--- src/rtl/seq_detect_param_pkg.sv ---
// Shared constants and elaboration-time helpers for the serial pattern detector.
// The failure table is derived from the pattern, so no per-pattern state list is hand-written.
package seq_det_pkg;

   localparam int LEN_MIN = 2;
   localparam int LEN_MAX = 16;
   localparam int IDX_W   = 5;

   typedef logic [IDX_W-1:0]   idx_t;
   typedef idx_t [LEN_MAX:0]   fail_t;
   typedef logic [LEN_MAX-1:0] pat_t;

   // Bit i of the pattern in arrival order (i=0 is the first bit received).
   function automatic logic pat_bit(pat_t p, int len, int i);
      logic b;
      b = 1'b0;
      for (int k = 0; k < LEN_MAX; k++)
         if (k == len - 1 - i) b = p[k];
      return b;
   endfunction

   // KMP failure table: f[k] is the longest proper prefix of the first k
   // pattern bits that is also a suffix of them.
   function automatic fail_t fail_tbl(pat_t p, int len);
      fail_t f;
      int    j;
      f = '0;
      for (int k = 2; k <= LEN_MAX; k++) begin
         if (k <= len) begin
            j = int'(f[k-1]);
            for (int n = 0; n < LEN_MAX; n++)
               if (j > 0 && pat_bit(p, len, k-1) != pat_bit(p, len, j))
                  j = int'(f[j]);
            if (pat_bit(p, len, k-1) == pat_bit(p, len, j)) j++;
            f[k] = idx_t'(j);
         end
      end
      return f;
   endfunction

   // Prefix length after accepting din from prefix length q.
   // A return value equal to len means the full pattern has been seen.
   function automatic idx_t next_q(idx_t q, logic din, pat_t p, int len, fail_t f);
      int   j;
      idx_t r;
      logic done;
      j    = int'(q);
      r    = '0;
      done = 1'b0;
      for (int n = 0; n <= LEN_MAX; n++) begin
         if (!done) begin
            if (din == pat_bit(p, len, j)) begin
               r    = idx_t'(j + 1);
               done = 1'b1;
            end else if (j == 0) begin
               r    = '0;
               done = 1'b1;
            end else begin
               j = int'(f[j]);
            end
         end
      end
      return r;
   endfunction

endpackage

--- src/rtl/seq_detect_param_if.sv ---
// Stream/result bundle of the pattern detector.
// match_cnt exists only when SEQ_DET_CNT_EN is defined.
interface seq_detect_param_if #(
   parameter int CNT_W = 8
);
   logic din;
   logic din_vld;
   logic overlap;
   logic clr;
   logic alarm;
`ifdef SEQ_DET_CNT_EN
   logic [CNT_W-1:0] match_cnt;
`endif

   if (CNT_W < 1) begin : g_bad_cnt_w
      $error("seq_detect_param_if: CNT_W must be at least 1");
   end

`ifdef SEQ_DET_CNT_EN
   modport master (output din, din_vld, overlap, clr, input alarm, match_cnt);
   modport slave  (input din, din_vld, overlap, clr, output alarm, match_cnt);
`else
   modport master (output din, din_vld, overlap, clr, input alarm);
   modport slave  (input din, din_vld, overlap, clr, output alarm);
`endif
endinterface

--- src/rtl/seq_detect_param_sat_cnt.sv ---
// Generic saturating up-counter; clear beats increment.
module seq_det_sat_cnt #(
   parameter int W = 8
) (
   input  logic         clk,
   input  logic         n_rst,
   input  logic         inc,
   input  logic         clr,
   output logic [W-1:0] cnt
);

   // Count up on inc, hold at all-ones, clear synchronously on clr.
   always_ff @(posedge clk or negedge n_rst) begin
      if (!n_rst)
         cnt <= '0;
      else if (clr)
         cnt <= '0;
      else if (inc && cnt != '1)
         cnt <= cnt + W'(1);
   end

endmodule

--- src/rtl/seq_detect_param.sv ---
// Parametrised serial pattern detector with a one-cycle registered alarm.
// Optional match counter enabled by defining SEQ_DET_CNT_EN.
//
//  q        | meaning
//  0        | no pattern prefix matched
//  1..LEN-1 | last q valid bits equal the first q pattern bits
//
module seq_detect_param
   import seq_det_pkg::*;
#(
   parameter int             LEN     = 4,
   parameter logic [LEN-1:0] PATTERN = 4'b1101,
   parameter int             CNT_W   = 8
) (
   input logic              clk,
   input logic              n_rst,
   seq_detect_param_if.slave bus
);

   if (LEN < LEN_MIN || LEN > LEN_MAX) begin : g_bad_len
      $error("seq_detect_param: LEN must be within 2..16");
   end
   if (CNT_W < 1) begin : g_bad_cnt_w
      $error("seq_detect_param: CNT_W must be at least 1");
   end

   localparam int             QW      = $clog2(LEN);
   localparam pat_t           PAT_EXT = pat_t'(PATTERN);
   localparam fail_t          FAIL_T  = fail_tbl(PAT_EXT, LEN);
   localparam logic [QW-1:0]  Q_OVL   = QW'(FAIL_T[LEN]);

   logic [QW-1:0] q;
   idx_t          nq;
   logic          hit;

   // Next prefix length for the current bit, and whether it completes the pattern.
   always_comb begin
      nq  = next_q(idx_t'(q), bus.din, PAT_EXT, LEN, FAIL_T);
      hit = (nq == idx_t'(LEN));
   end

   // Matcher state and registered alarm; clr outranks a valid bit.
   always_ff @(posedge clk or negedge n_rst) begin
      if (!n_rst) begin
         q         <= '0;
         bus.alarm <= 1'b0;
      end else if (bus.clr) begin
         q         <= '0;
         bus.alarm <= 1'b0;
      end else if (bus.din_vld) begin
         bus.alarm <= hit;
         if (hit)
            q <= bus.overlap ? Q_OVL : '0;
         else
            q <= QW'(nq);
      end else begin
         bus.alarm <= 1'b0;
      end
   end

`ifdef SEQ_DET_CNT_EN
   seq_det_sat_cnt #(
      .W (CNT_W)
   ) u_cnt (
      .clk   (clk),
      .n_rst (n_rst),
      .inc   (bus.din_vld & hit),
      .clr   (bus.clr),
      .cnt   (bus.match_cnt)
   );
`endif

endmodule

--- src/flat_wrapper.sv ---
// flat-port wrapper written by rule: the top's interface ports become plain ports
module seq_detect_param_flat import seq_det_pkg::*;
#(
   parameter int             LEN     = 4,
   parameter logic [LEN-1:0] PATTERN = 4'b1101,
   parameter int             CNT_W   = 8
)
  (clk, n_rst, bus_din, bus_din_vld, bus_overlap, bus_clr, bus_alarm);
  seq_detect_param_if #(.CNT_W(CNT_W)) bus_i ();
  input logic clk;
  input logic n_rst;
  input wire logic [$bits(bus_i.din)-1:0] bus_din;
  input wire logic [$bits(bus_i.din_vld)-1:0] bus_din_vld;
  input wire logic [$bits(bus_i.overlap)-1:0] bus_overlap;
  input wire logic [$bits(bus_i.clr)-1:0] bus_clr;
  output wire logic [$bits(bus_i.alarm)-1:0] bus_alarm;
  assign bus_i.din = bus_din;
  assign bus_i.din_vld = bus_din_vld;
  assign bus_i.overlap = bus_overlap;
  assign bus_i.clr = bus_clr;
  assign bus_alarm = bus_i.alarm;
  seq_detect_param #(.LEN(LEN), .PATTERN(PATTERN), .CNT_W(CNT_W)) u_core (.clk(clk), .n_rst(n_rst), .bus(bus_i));
endmodule
--- config.mk ---
export PLATFORM = sky130hd
export DESIGN_NAME = seq_detect_param_flat
export DESIGN_NICKNAME = d
export VERILOG_FILES = /design/src/rtl/seq_detect_param_pkg.sv /design/src/rtl/seq_detect_param_if.sv /design/src/rtl/seq_detect_param_sat_cnt.sv /design/src/rtl/seq_detect_param.sv /design/src/flat_wrapper.sv
export SDC_FILE = /design/constraint.sdc
export NUM_CORES = 1
export LEC_CHECK = 0
export ABC_AREA = 0
export BUFFER_PORTS_ARGS = -buffer_cell sky130_fd_sc_hd__buf_2
export CAP_MARGIN = 20
export CORE_MARGIN = 3
export CORE_UTILIZATION = 52
export DETAILED_ROUTE_END_ITERATION = 12
export GPL_TIMING_DRIVEN = 0
export PLACE_DENSITY = 0.74
export SETUP_SLACK_MARGIN = 0.05
export SLEW_MARGIN = 20
export SYNTH_ARGS = -nofsm -noshare
export SYNTH_HDL_FRONTEND = slang
export SYNTH_HIERARCHICAL = 1
export SYNTH_SLANG_ARGS = --single-unit
--- constraint.sdc ---
create_clock -name clk -period 7.2 [get_ports clk]
set_input_delay 0.72 -clock clk [delete_from_list [all_inputs] [get_ports clk]]
set_output_delay 0.72 -clock clk [all_outputs]
set_load 0.05 [all_outputs]
; Yosys cells after proc, flatten, opt, wreduce, memory -nomap -nowiden
; Memories as Yosys holds them, arrays and structs flattened.
; Cells that the tools add are included.
[op_classes]
n_addsub = 34
n_reduce_logical = 35
mux = 469
multipliers = 0
bitwise_logic = 0
n_div = 0
n_eq_ne = 273
shift = 0
order_cmp = 16
[op_table]
columns = operator, count
row1 = 5-bit by 32-bit == test with 1-bit output (first input constant), 136
row2 = 4-bit by 32-bit == test with 1-bit output (first input constant), 68
row3 = 32-bit 2-to-1 mux, 44
row4 = 3-bit by 32-bit == test with 1-bit output (first input constant), 34
row5 = 32-bit logical NOT, 33
row6 = 2-bit by 32-bit == test with 1-bit output (first input constant), 17
row7 = 3-bit by 32-bit subtractor with 32-bit output (first input constant), 15
row8 = 32-bit by 7-bit < comparator with 1-bit output (second input constant), 14
row9 = 5-bit 2-to-1 mux, 83
row10 = 1-bit 2-to-1 mux, 338
row11 = 5-bit by 2-bit adder with 5-bit output (second input constant), 16
row12 = 1-bit == test, 17
row13 = 5-bit binary-select mux with 2-bit select, 1
row14 = 2-bit by 6-bit < comparator with 1-bit output (second input constant), 1
row15 = 5-bit by 6-bit < comparator with 1-bit output (second input constant), 1
row16 = 2-bit 2-to-1 mux, 3
row17 = 2-bit by 5-bit subtractor with 6-bit output (first input constant), 1
row18 = 5-bit by 3-bit == test with 1-bit output (second input constant), 1
row19 = 2-bit by 1-bit adder with 3-bit output (second input constant), 1
row20 = 2-bit by 2-bit subtractor with 3-bit output (first input constant), 1
row21 = 2-bit logical NOT, 1
row22 = 2-bit nonzero test, 1
[totals]
reg_bits = 3
latch_bits = 0
word_cells = 844
ramBits = 0
n_memories = 15
mem_bits_ro = 2400
input_bits = 6
out_inout_bits = 1
[mem_list]
columns = memory, words, word_bits, read_ports, rd_ports_with_merged_regs, write_ports, line
row1 = (no name shown), 32, 5, 1, 0, 0, seq_detect_param_pkg.sv:59  ; j = int'(f[j]);
row2 = (no name shown), 32, 5, 1, 0, 0, seq_detect_param_pkg.sv:59
row3 = (no name shown), 32, 5, 1, 0, 0, seq_detect_param_pkg.sv:59
row4 = (no name shown), 32, 5, 1, 0, 0, seq_detect_param_pkg.sv:59
row5 = (no name shown), 32, 5, 1, 0, 0, seq_detect_param_pkg.sv:59
row6 = (no name shown), 32, 5, 1, 0, 0, seq_detect_param_pkg.sv:59
row7 = +9 memories, n/a, n/a, n/a, n/a, n/a, n/a

; Longest topological paths before layout
; Gate-level depths: netlist of run 1.
[logic_depth]
ltp_word = 376
depth_mapped = 42
mapped_depth_nobuf = 40

; Worst setup path after synthesis of run 1
; Ideal clock, no wire load.
[synth_timing]
path_type = flip-flop to flip-flop
startpoint = register u_core.q[1]
endpoint = register u_core.q[0]
path_buffers = 2
arrival_time_ns = 6.919
stages_incl_launch_ff = 42
setup_ns = 0.087
synth_period_minus_slack_ns = 7.006
required_time_ns = 7.113
setup_slack_ns = 0.194
path_cell_list = dfrtp_1 -> clkinv_1 -> clkbuf_1 -> ha_1 -> nor2_1 -> buf_2 -> nor2_1 -> ha_1 -> a22o_1 -> nor2b_1 -> ha_1 -> o21ai_0 -> ha_1 -> o21ai_0 -> ha_1 -> o21ai_0 -> ha_1 -> o21ai_0 -> [6 not listed] -> ha_1 -> o21ai_0 -> ha_1 -> o21ai_0 -> ha_1 -> o21ai_0 -> ha_1 -> o21ai_0 -> ha_1 -> o21ai_0 -> ha_1 -> o21ai_0 -> ha_1 -> o21ai_0 -> ha_1 -> inv_1 -> o311a_1 -> a211oi_2
[synth_via]
elab_chain_cells = 376
word_cells_on_any_way = 822
cone_classes = 34 x add/sub / 273 x eq/ne / 466 x mux / 34 x reduce/logical / 15 x memory
[synth_rtl]
columns = item, line
row1 = start: declaration, seq_detect_param.sv:32  ; logic [QW-1:0] q;
row2 = start signal: assignment, seq_detect_param.sv:53  ; q <= bus.overlap ? Q_OVL : '0;
row3 = start signal: assignment, seq_detect_param.sv:55  ; q <= QW'(nq);
row4 = 2-bit by 2-bit subtractor with 3-bit output, seq_detect_param_pkg.sv:18  ; if (k == len - 1 - i) b = p[k];
row5 = 32-bit logical NOT, seq_detect_param_pkg.sv:18
row6 = 1-bit 2-to-1 mux (16 in series), seq_detect_param_pkg.sv:18
row7 = 1-bit == test, seq_detect_param_pkg.sv:52  ; if (din == pat_bit(p, len, j)) begin
row8 = 5-bit 2-to-1 mux, seq_detect_param_pkg.sv:52
row9 = 2-bit by 5-bit subtractor with 6-bit output, seq_detect_param_pkg.sv:18
row10 = 32-bit logical NOT, seq_detect_param_pkg.sv:18
row11 = 1-bit 2-to-1 mux (16 in series), seq_detect_param_pkg.sv:18
row12 = [330 not listed], n/a
row13 = 1-bit 2-to-1 mux, seq_detect_param_pkg.sv:51  ; if (!done) begin
row14 = 1-bit == test, seq_detect_param_pkg.sv:52
row15 = 5-bit 2-to-1 mux, seq_detect_param_pkg.sv:52
row16 = 5-bit 2-to-1 mux (*), seq_detect_param_pkg.sv:51
row17 = 5-bit by 3-bit == test with 1-bit output, seq_detect_param.sv:39  ; hit = (nq == idx_t'(LEN));
row18 = 2-bit 2-to-1 mux (*), seq_detect_param.sv:52  ; if (hit)
row19 = 2-bit 2-to-1 mux (*), seq_detect_param.sv:50  ; end else if (bus.din_vld) begin
row20 = 2-bit 2-to-1 mux (*), seq_detect_param.sv:47  ; end else if (bus.clr) begin
; Mark *: on every way between the ends. The rest lies on a longest branch, timed or not. The select of a mux whose other input is x is not followed.
; A chain may end at the register's enable or synchronous reset.

; Final worst setup path of run 1
[layout_timing]
startpoint = register u_core.q[0]
endpoint = register u_core.q[0]
; Same word-level chain as after synthesis.

==> results of run 1 <==
registers in the layout, summed over array words and instances, names as in the netlist:
| signal | cells |
|---|---|
| u_core/bus.alarm | 1 |
| u_core/q | 2 |
Yosys cell counts:
| cell type | number |
|---|---|
| ha_1 | 21 |
| nor2_1 | 18 |
| o21ai_0 | 16 |
| buf_6 | 3 |
| dfrtp_1 | 3 |
| nand2b_1 | 3 |
| a31oi_1 | 2 |
| clkbuf_1 | 2 |
| inv_1 | 2 |
| nor3b_1 | 2 |
| a211oi_2 | 1 |
| a21boi_0 | 1 |
| a21oi_1 | 1 |
| a22o_1 | 1 |
| and2_2 | 1 |
| and2b_2 | 1 |
| and3_2 | 1 |
| buf_2 | 1 |
| clkinv_1 | 1 |
| mux2i_1 | 1 |
| nand2_1 | 1 |
| nand3_4 | 1 |
| nand3b_1 | 1 |
| nand3b_4 | 1 |
| nor2b_1 | 1 |
| nor3_4 | 1 |
| o2111ai_1 | 1 |
| o21a_1 | 1 |
| o22ai_1 | 1 |
| o311a_1 | 1 |
| o32ai_1 | 1 |
| or3b_2 | 1 |
| xor2_1 | 1 |
cells by family (layout without fill, tap and decap cells):
| logic type | after synthesis | count (layout) | synth area share, % |
|---|---|---|---|
| xor+xnor | 1 | 1 | 1.11 |
| fa+ha+maj | 21 | 21 | 33.4 |
| flops | 3 | 3 | 9.54 |
| simple gates | 33 | 33 | 26.1 |
| mux | 1 | 1 | 1.27 |
| compound gates | 27 | 27 | 21.3 |
| buf+inv | 9 | 25 | 7.31 |
metrics by stage:
| step | area [um^2] | setup slack [ps] |
|---|---|---|
| 6_report | 993 | 443 |
| 3_3_place_gp | 831 | -587 |
| 4_1_cts | 915 | 50.7 |
| 3_5_place_dp | 831 | -785 |
| 2_1_floorplan | 787 | 194 |
| 5_1_grt | 993 | -98.5 |
layout by cell type, fill, tap and decap left out, types with 2 or more instances in the layout:
master	instances
a31oi_1	2
buf_2	5
buf_4	7
buf_6	4
clkbuf_1	2
clkbuf_4	4
dfrtp_2	2
ha_1	15
ha_2	5
inv_4	2
nand2b_1	3
nor2_1	17
nor3b_1	2
o21ai_0	5
o21ai_1	7
o21ai_2	4
report_power, final:
| part | internal [uW] | total [uW] | switching (uW) |
|---|---|---|---|
| Combinational | 25.4 | 55.9 | 30.5 |
| Sequential | 17.9 | 19.2 | 1.28 |
| Clock | 20.8 | 30.0 | 9.19 |
| Total | 64.1 | 105 | 41.0 |
timing repair:
action | in CTS | in global routing
setup endpoints to repair | 2 | 2
gates resized for setup | 11 | 25
pin swaps | 1 | 6
buffers inserted | 4 | 3
final cells by class:
type / count / area, um^2
Inverter: 3 / 16.3
Fill cell: 99 / 373
Timing Repair Buffer: 12 / 77.6
Buffer: 6 / 56.3
Multi-Input combinational cell: 83 / 721
Tap cell: 15 / 18.8
Clock buffer: 4 / 26.3
Sequential cell: 3 / 77.6
routing by layer:
layer,global-route usage [%],up-vias,share of wire [%],wire (um)
met5,0,-,0,0
met3,2.39,0,1.6,29
met2,35.2,9,56,1050
met1,22.6,343,42,784
met4,3.51,0,0,0
li1,-,365,-,-
worst max-delay path by stage:
stage / cells after the start / endpoint / slack [ps]
after floorplan: 41 / u_core/q[0]$_DFFE_PN0P_ / 190
after CTS: 42 / u_core/q[0]$_DFFE_PN0P_ / 50
after global placement: 41 / u_core/q[0]$_DFFE_PN0P_ / -590
after global routing: 42 / u_core/q[0]$_DFFE_PN0P_ / -100
final: 42 / u_core/q[0]$_DFFE_PN0P_ / 440
after detailed placement: 41 / u_core/q[0]$_DFFE_PN0P_ / -790
==> summary.txt, run 1 <==
Status
  – Outcome: finished, final reports clean

Place
  – RD Place Congestion: 0.768
  – Placed insts: 115
  – Port bufs: 5
  – Detailed placement HPWL: 1080 um

Timing
  – Fin Hold WS: 277 ps
  – Actual slew at the worst max-slew pin: 480 ps
  – Crit share post-route: 93.8%
  – Slew Limit Headroom: 68.0%
  – Fmax: 148 MHz
  – Setup-failing EPs final: 0
  – Max Transition Viols Final: 0
  – Clk_skew: 3.02 ps
  – Fin Setup TNS: 0 ps
  – Tmin final: 6760 ps
  – Fin. Hold Viols: 0

Power and ir drop
  – PnR Total Power: 105 uW
  – Power per standard cell area: 106 nW/um^2
  – Pleak: 0.000432 uW
  – VDD IR max: 0.114 mV

Die
  – Row cnt: 13
  – Initial core utilization: 57.6%
  – Die Height: 44.9 um
  – Die W: 44.9 um
  – Die ar.: 2020 um^2
  – Core ar.: 1370 um^2
  – IO Pins: 7

Clock tree
  – H-tree levels: 1
  – Worst-Skew Late Latency: 230 ps
  – TritonCTS Buffers: 3
  – Clk sinks: 3
  – Post-CTS Hold Buffers: 0
  – CTS tree: done
  – Root buffer cell: clkbuf_4
  – Clock transition at path regs: 40 ps
  – Longest Clk Path Bufs: 2

Job
  – MaxCap Viol Count: 0

Setup path
  – Worst reg-to-reg setup slack: 440 ps
  – Crit-path max FO: 8
  – CP max stage delay: 390 ps
  – CP startpoint kind: flip-flop
  – Crit Path Class: flip-flop to flip-flop
  – Worst Path Required: 7340 ps
  – Crit path from: u_core/q[0]$_DFFE_PN0P_
  – Reg2Reg Depth: 42
  – WP buf/inv: 4
  – R2R Path End: u_core/q[0]$_DFFE_PN0P_
  – Crit path max-delay family: adder cells
  – CP most frequent cell: ha_1
  – Critical Path AT: 6890 ps
  – Setup crit end kind: flip-flop
  – Worst path slowest cell: dfrtp_2
  – Reg-to-reg critical path startpoint: u_core/q[0]$_DFFE_PN0P_

Detailed routing
  – DR vias/cell: 5.69
  – Routed Antenna Nets: 0
  – Iteration count of the initial detailed-routing pass: 4
  – Routed wire length: 1860 um
  – Vias: 717
  – 1st-iter DRT viols: 8
  – DRC: 0
  – DR WL/cell: 14.8 um

Cells and area
  – Ant. Diodes: 0
  – Synth-to-layout area growth: 26.2%
  – Final core occ: 72.7%
  – Final Instance Count excl. Fillers: 126
  – Share of layout cells above drive strength 1: 39.6%
  – Fin nets: 139

Synthesis
  – YS warnings: 6
  – Syn nets: 122
  – Register bit total from synthesis: 3
  – Post-Syn Area: 787 um^2
  – Synth cell types: 33
  – Mapped Cells: 95
  – Avg Synthesized Cell Area: 8.28 um^2
  – Sequential-to-total area share from yosys stat: 9.54%
  – Ranking of synthesized cells by area: ha_1 33%, o21ai_0 10%, dfrtp_1 9.5%, nor2_1 8.6%, buf_6 4.3%
  – Yosys top cell area share: 33.4%
  – Synth area leader: ha_1

Global route
  – Initial antenna violation count: 0
  – Largest net degree at the start of global routing: 11
  – Global route total overflow: 0
  – Vias in the first global route: 648
  – Total GRT Usage: 18.7%
  – First-pass GRT wire length: 2820 um

Hold path
  – Hold Crit Class: input pin to async pin
Power figures use the tool's default switching activity.
==> run 2: changes to the inputs <==
BUFFER_PORTS_ARGS = default   (was -buffer_cell sky130_fd_sc_hd__buf_2)
CORE_UTILIZATION = 56   (was 52)
DONT_BUFFER_PORTS = 1   (was default)
==> run 2 against run 1 <==
  * Core utilization grew 5.5 points
  * Fmax grew 1.2%
  * Sequential power about the same
  * Hold slack lost 88 ps
  * Critical path type unchanged
  * Largest cell class unchanged
==> summary.txt, run 2 (same netlist as run 1, synthesis figures left out) <==
Timing
  – Setup-failing EPs final: 0
  – Clk_skew: 5.11 ps
  – Fin Hold WS: 189 ps
  – Crit share post-route: 92.8%
  – Fmax: 150 MHz
  – Fin Setup TNS: 0 ps
  – RSZ-0062 raised after global routing: no
  – Actual slew at the worst max-slew pin: 440 ps
  – Tmin final: 6680 ps
  – Fin. Hold Viols: 0
  – Max Transition Viols Final: 0
  – Slew Limit Headroom: 70.4%

Cells and area
  – Most frequent cells in the layout: 18 x ha_1, 17 x nor2_1, 9 x o21ai_0
  – Final Cell Area: 951 um^2
  – Biggest register: u_core/q
  – Ant. Diodes: 0
  – Number of flip-flops in the largest register: 2
  – Fin nets: 133
  – Top flop regs: u_core/q (2), u_core/bus.alarm (1)
  – Final core occ: 78.2%
  – Commonest non-fill, non-tap cell in the layout: ha_1
  – Share of layout cells above drive strength 1: 32.4%
  – Synth-to-layout area growth: 20.8%

Detailed routing
  – Routed wire length: 1620 um
  – Routed Antenna Nets: 0
  – DR vias/cell: 5.76
  – Iteration count of the initial detailed-routing pass: 4
  – 1st-iter DRT viols: 13
  – DRC: 0
  – DR WL/cell: 13.6 um
  – Vias: 685

Clock tree
  – Longest Clk Path Bufs: 2
  – Post-CTS Hold Buffers: 0
  – TritonCTS Buffers: 3
  – H-tree levels: 1
  – Root buffer cell: clkbuf_4
  – Clk sinks: 3
  – CTS tree: done
  – Clock transition at path regs: 40 ps
  – Worst-Skew Late Latency: 230 ps

Global route
  – Global route total overflow: 0
  – Initial antenna violation count: 0
  – First-pass GRT wire length: 2330 um
  – Total GRT Usage: 15.3%
  – Vias in the first global route: 550
  – Largest net degree at the start of global routing: 11

Setup path
  – CP startpoint kind: flip-flop
  – CP most frequent cell: ha_1
  – Critical Path AT: 6770 ps
  – Reg-to-reg critical path startpoint: u_core/q[0]$_DFFE_PN0P_
  – Worst Path Required: 7290 ps
  – Setup crit end kind: flip-flop
  – CP Capture Point: u_core/q[1]$_DFFE_PN0P_
  – Reg2Reg Depth: 39
  – CP max stage delay: 420 ps
  – Worst path slowest cell: dfrtp_2
  – Crit-path max FO: 8
  – Crit path from: u_core/q[0]$_DFFE_PN0P_
  – Crit Path Class: flip-flop to flip-flop
  – R2R Path End: u_core/q[1]$_DFFE_PN0P_
  – Worst reg-to-reg setup slack: 520 ps

Place
  – RD Place Congestion: 0.769
  – Port bufs: 0
  – DP Area: 805 um^2
  – Detailed placement HPWL: 996 um

Status
  – Outcome: finished, final reports clean

Die
  – Die Height: 43.5 um
  – Row cnt: 12
  – Core ar.: 1220 um^2
  – Die W: 43.5 um
  – Initial core utilization: 64.7%
  – IO Pins: 7
  – Die ar.: 1890 um^2

Hold path
  – Hold Crit Class: input pin to async pin

Job
  – MaxCap Viol Count: 0

Power and ir drop
  – Pleak: 0.000409 uW
  – Power per standard cell area: 104 nW/um^2
  – VDD IR max: 0.162 mV
run 2: cell types whose count changed in the layout (fill, tap and decap cells not counted), moves of 3 or more:
cell	change
o21ai_1	-3
ha_1	+3
o21ai_0	+4
buf_2	-5
ha_2	-3
run 2: critical path: cells and delay by family, from the launching register on:
kind	cells	cell delay, ps
XOR/XNOR	1	230
AND/OR/NAND/NOR	1	60
buffers and inverters	2	260
multiplexers	1	260
flip-flops	1	420
adder cells (fa/ha/maj)	17	3150
AO/OA/AOI/OAI	17	2170
run 2: worst min-delay path by stage:
stage / slack (ps) / from / endpoint
finish: 190 / n_rst / u_core/q[0]$_DFFE_PN0P_
global route: 170 / n_rst / u_core/q[0]$_DFFE_PN0P_
CTS: 180 / n_rst / u_core/q[0]$_DFFE_PN0P_
detailed placement: 420 / n_rst / u_core/bus.alarm$_DFF_PN0_
global placement: 420 / n_rst / u_core/bus.alarm$_DFF_PN0_
floorplan: 420 / n_rst / u_core/bus.alarm$_DFF_PN0_
run 2: stage by stage:
stage          worst slack [ps]  std cells  total power [uW]
6_report                    520        119              98.4
5_1_grt                    10.7        119               107
4_1_cts                    79.2        114              90.0
3_5_place_dp               -650        109              56.9
3_3_place_gp               -517        109              56.1
2_1_floorplan               194         95              50.6
run 2: layer usage:
layer	up-vias	track usage [%]	part of all wire, %
li1	350	-	-
met1	319	24.0	48
met2	16	23.0	48
met3	0	0	4.2
met4	0	3.61	0
met5	-	0	0
run 2: layout make-up:
type                            count  area [um^2]
Inverter                            3         18.8
Buffer                              6         56.3
Timing Repair Buffer                6         45.0
Tap cell                           14         17.5
Multi-Input combinational cell     83          709
Fill cell                          95          265
Clock buffer                        4         26.3
Sequential cell                     3         77.6
run 2: where the power goes:
group | switching, uW | internal (uW)
combinational | 27.9 | 23.3
clock | 7.32 | 20.7
sequential | 1.34 | 17.9
run 2: what timing repair did:
action                                  4_1_cts  5_1_grt
buffers inserted                              1        5
pin swaps                                     1        7
endpoints found under the setup margin        2        2
gates resized for setup                      13       15
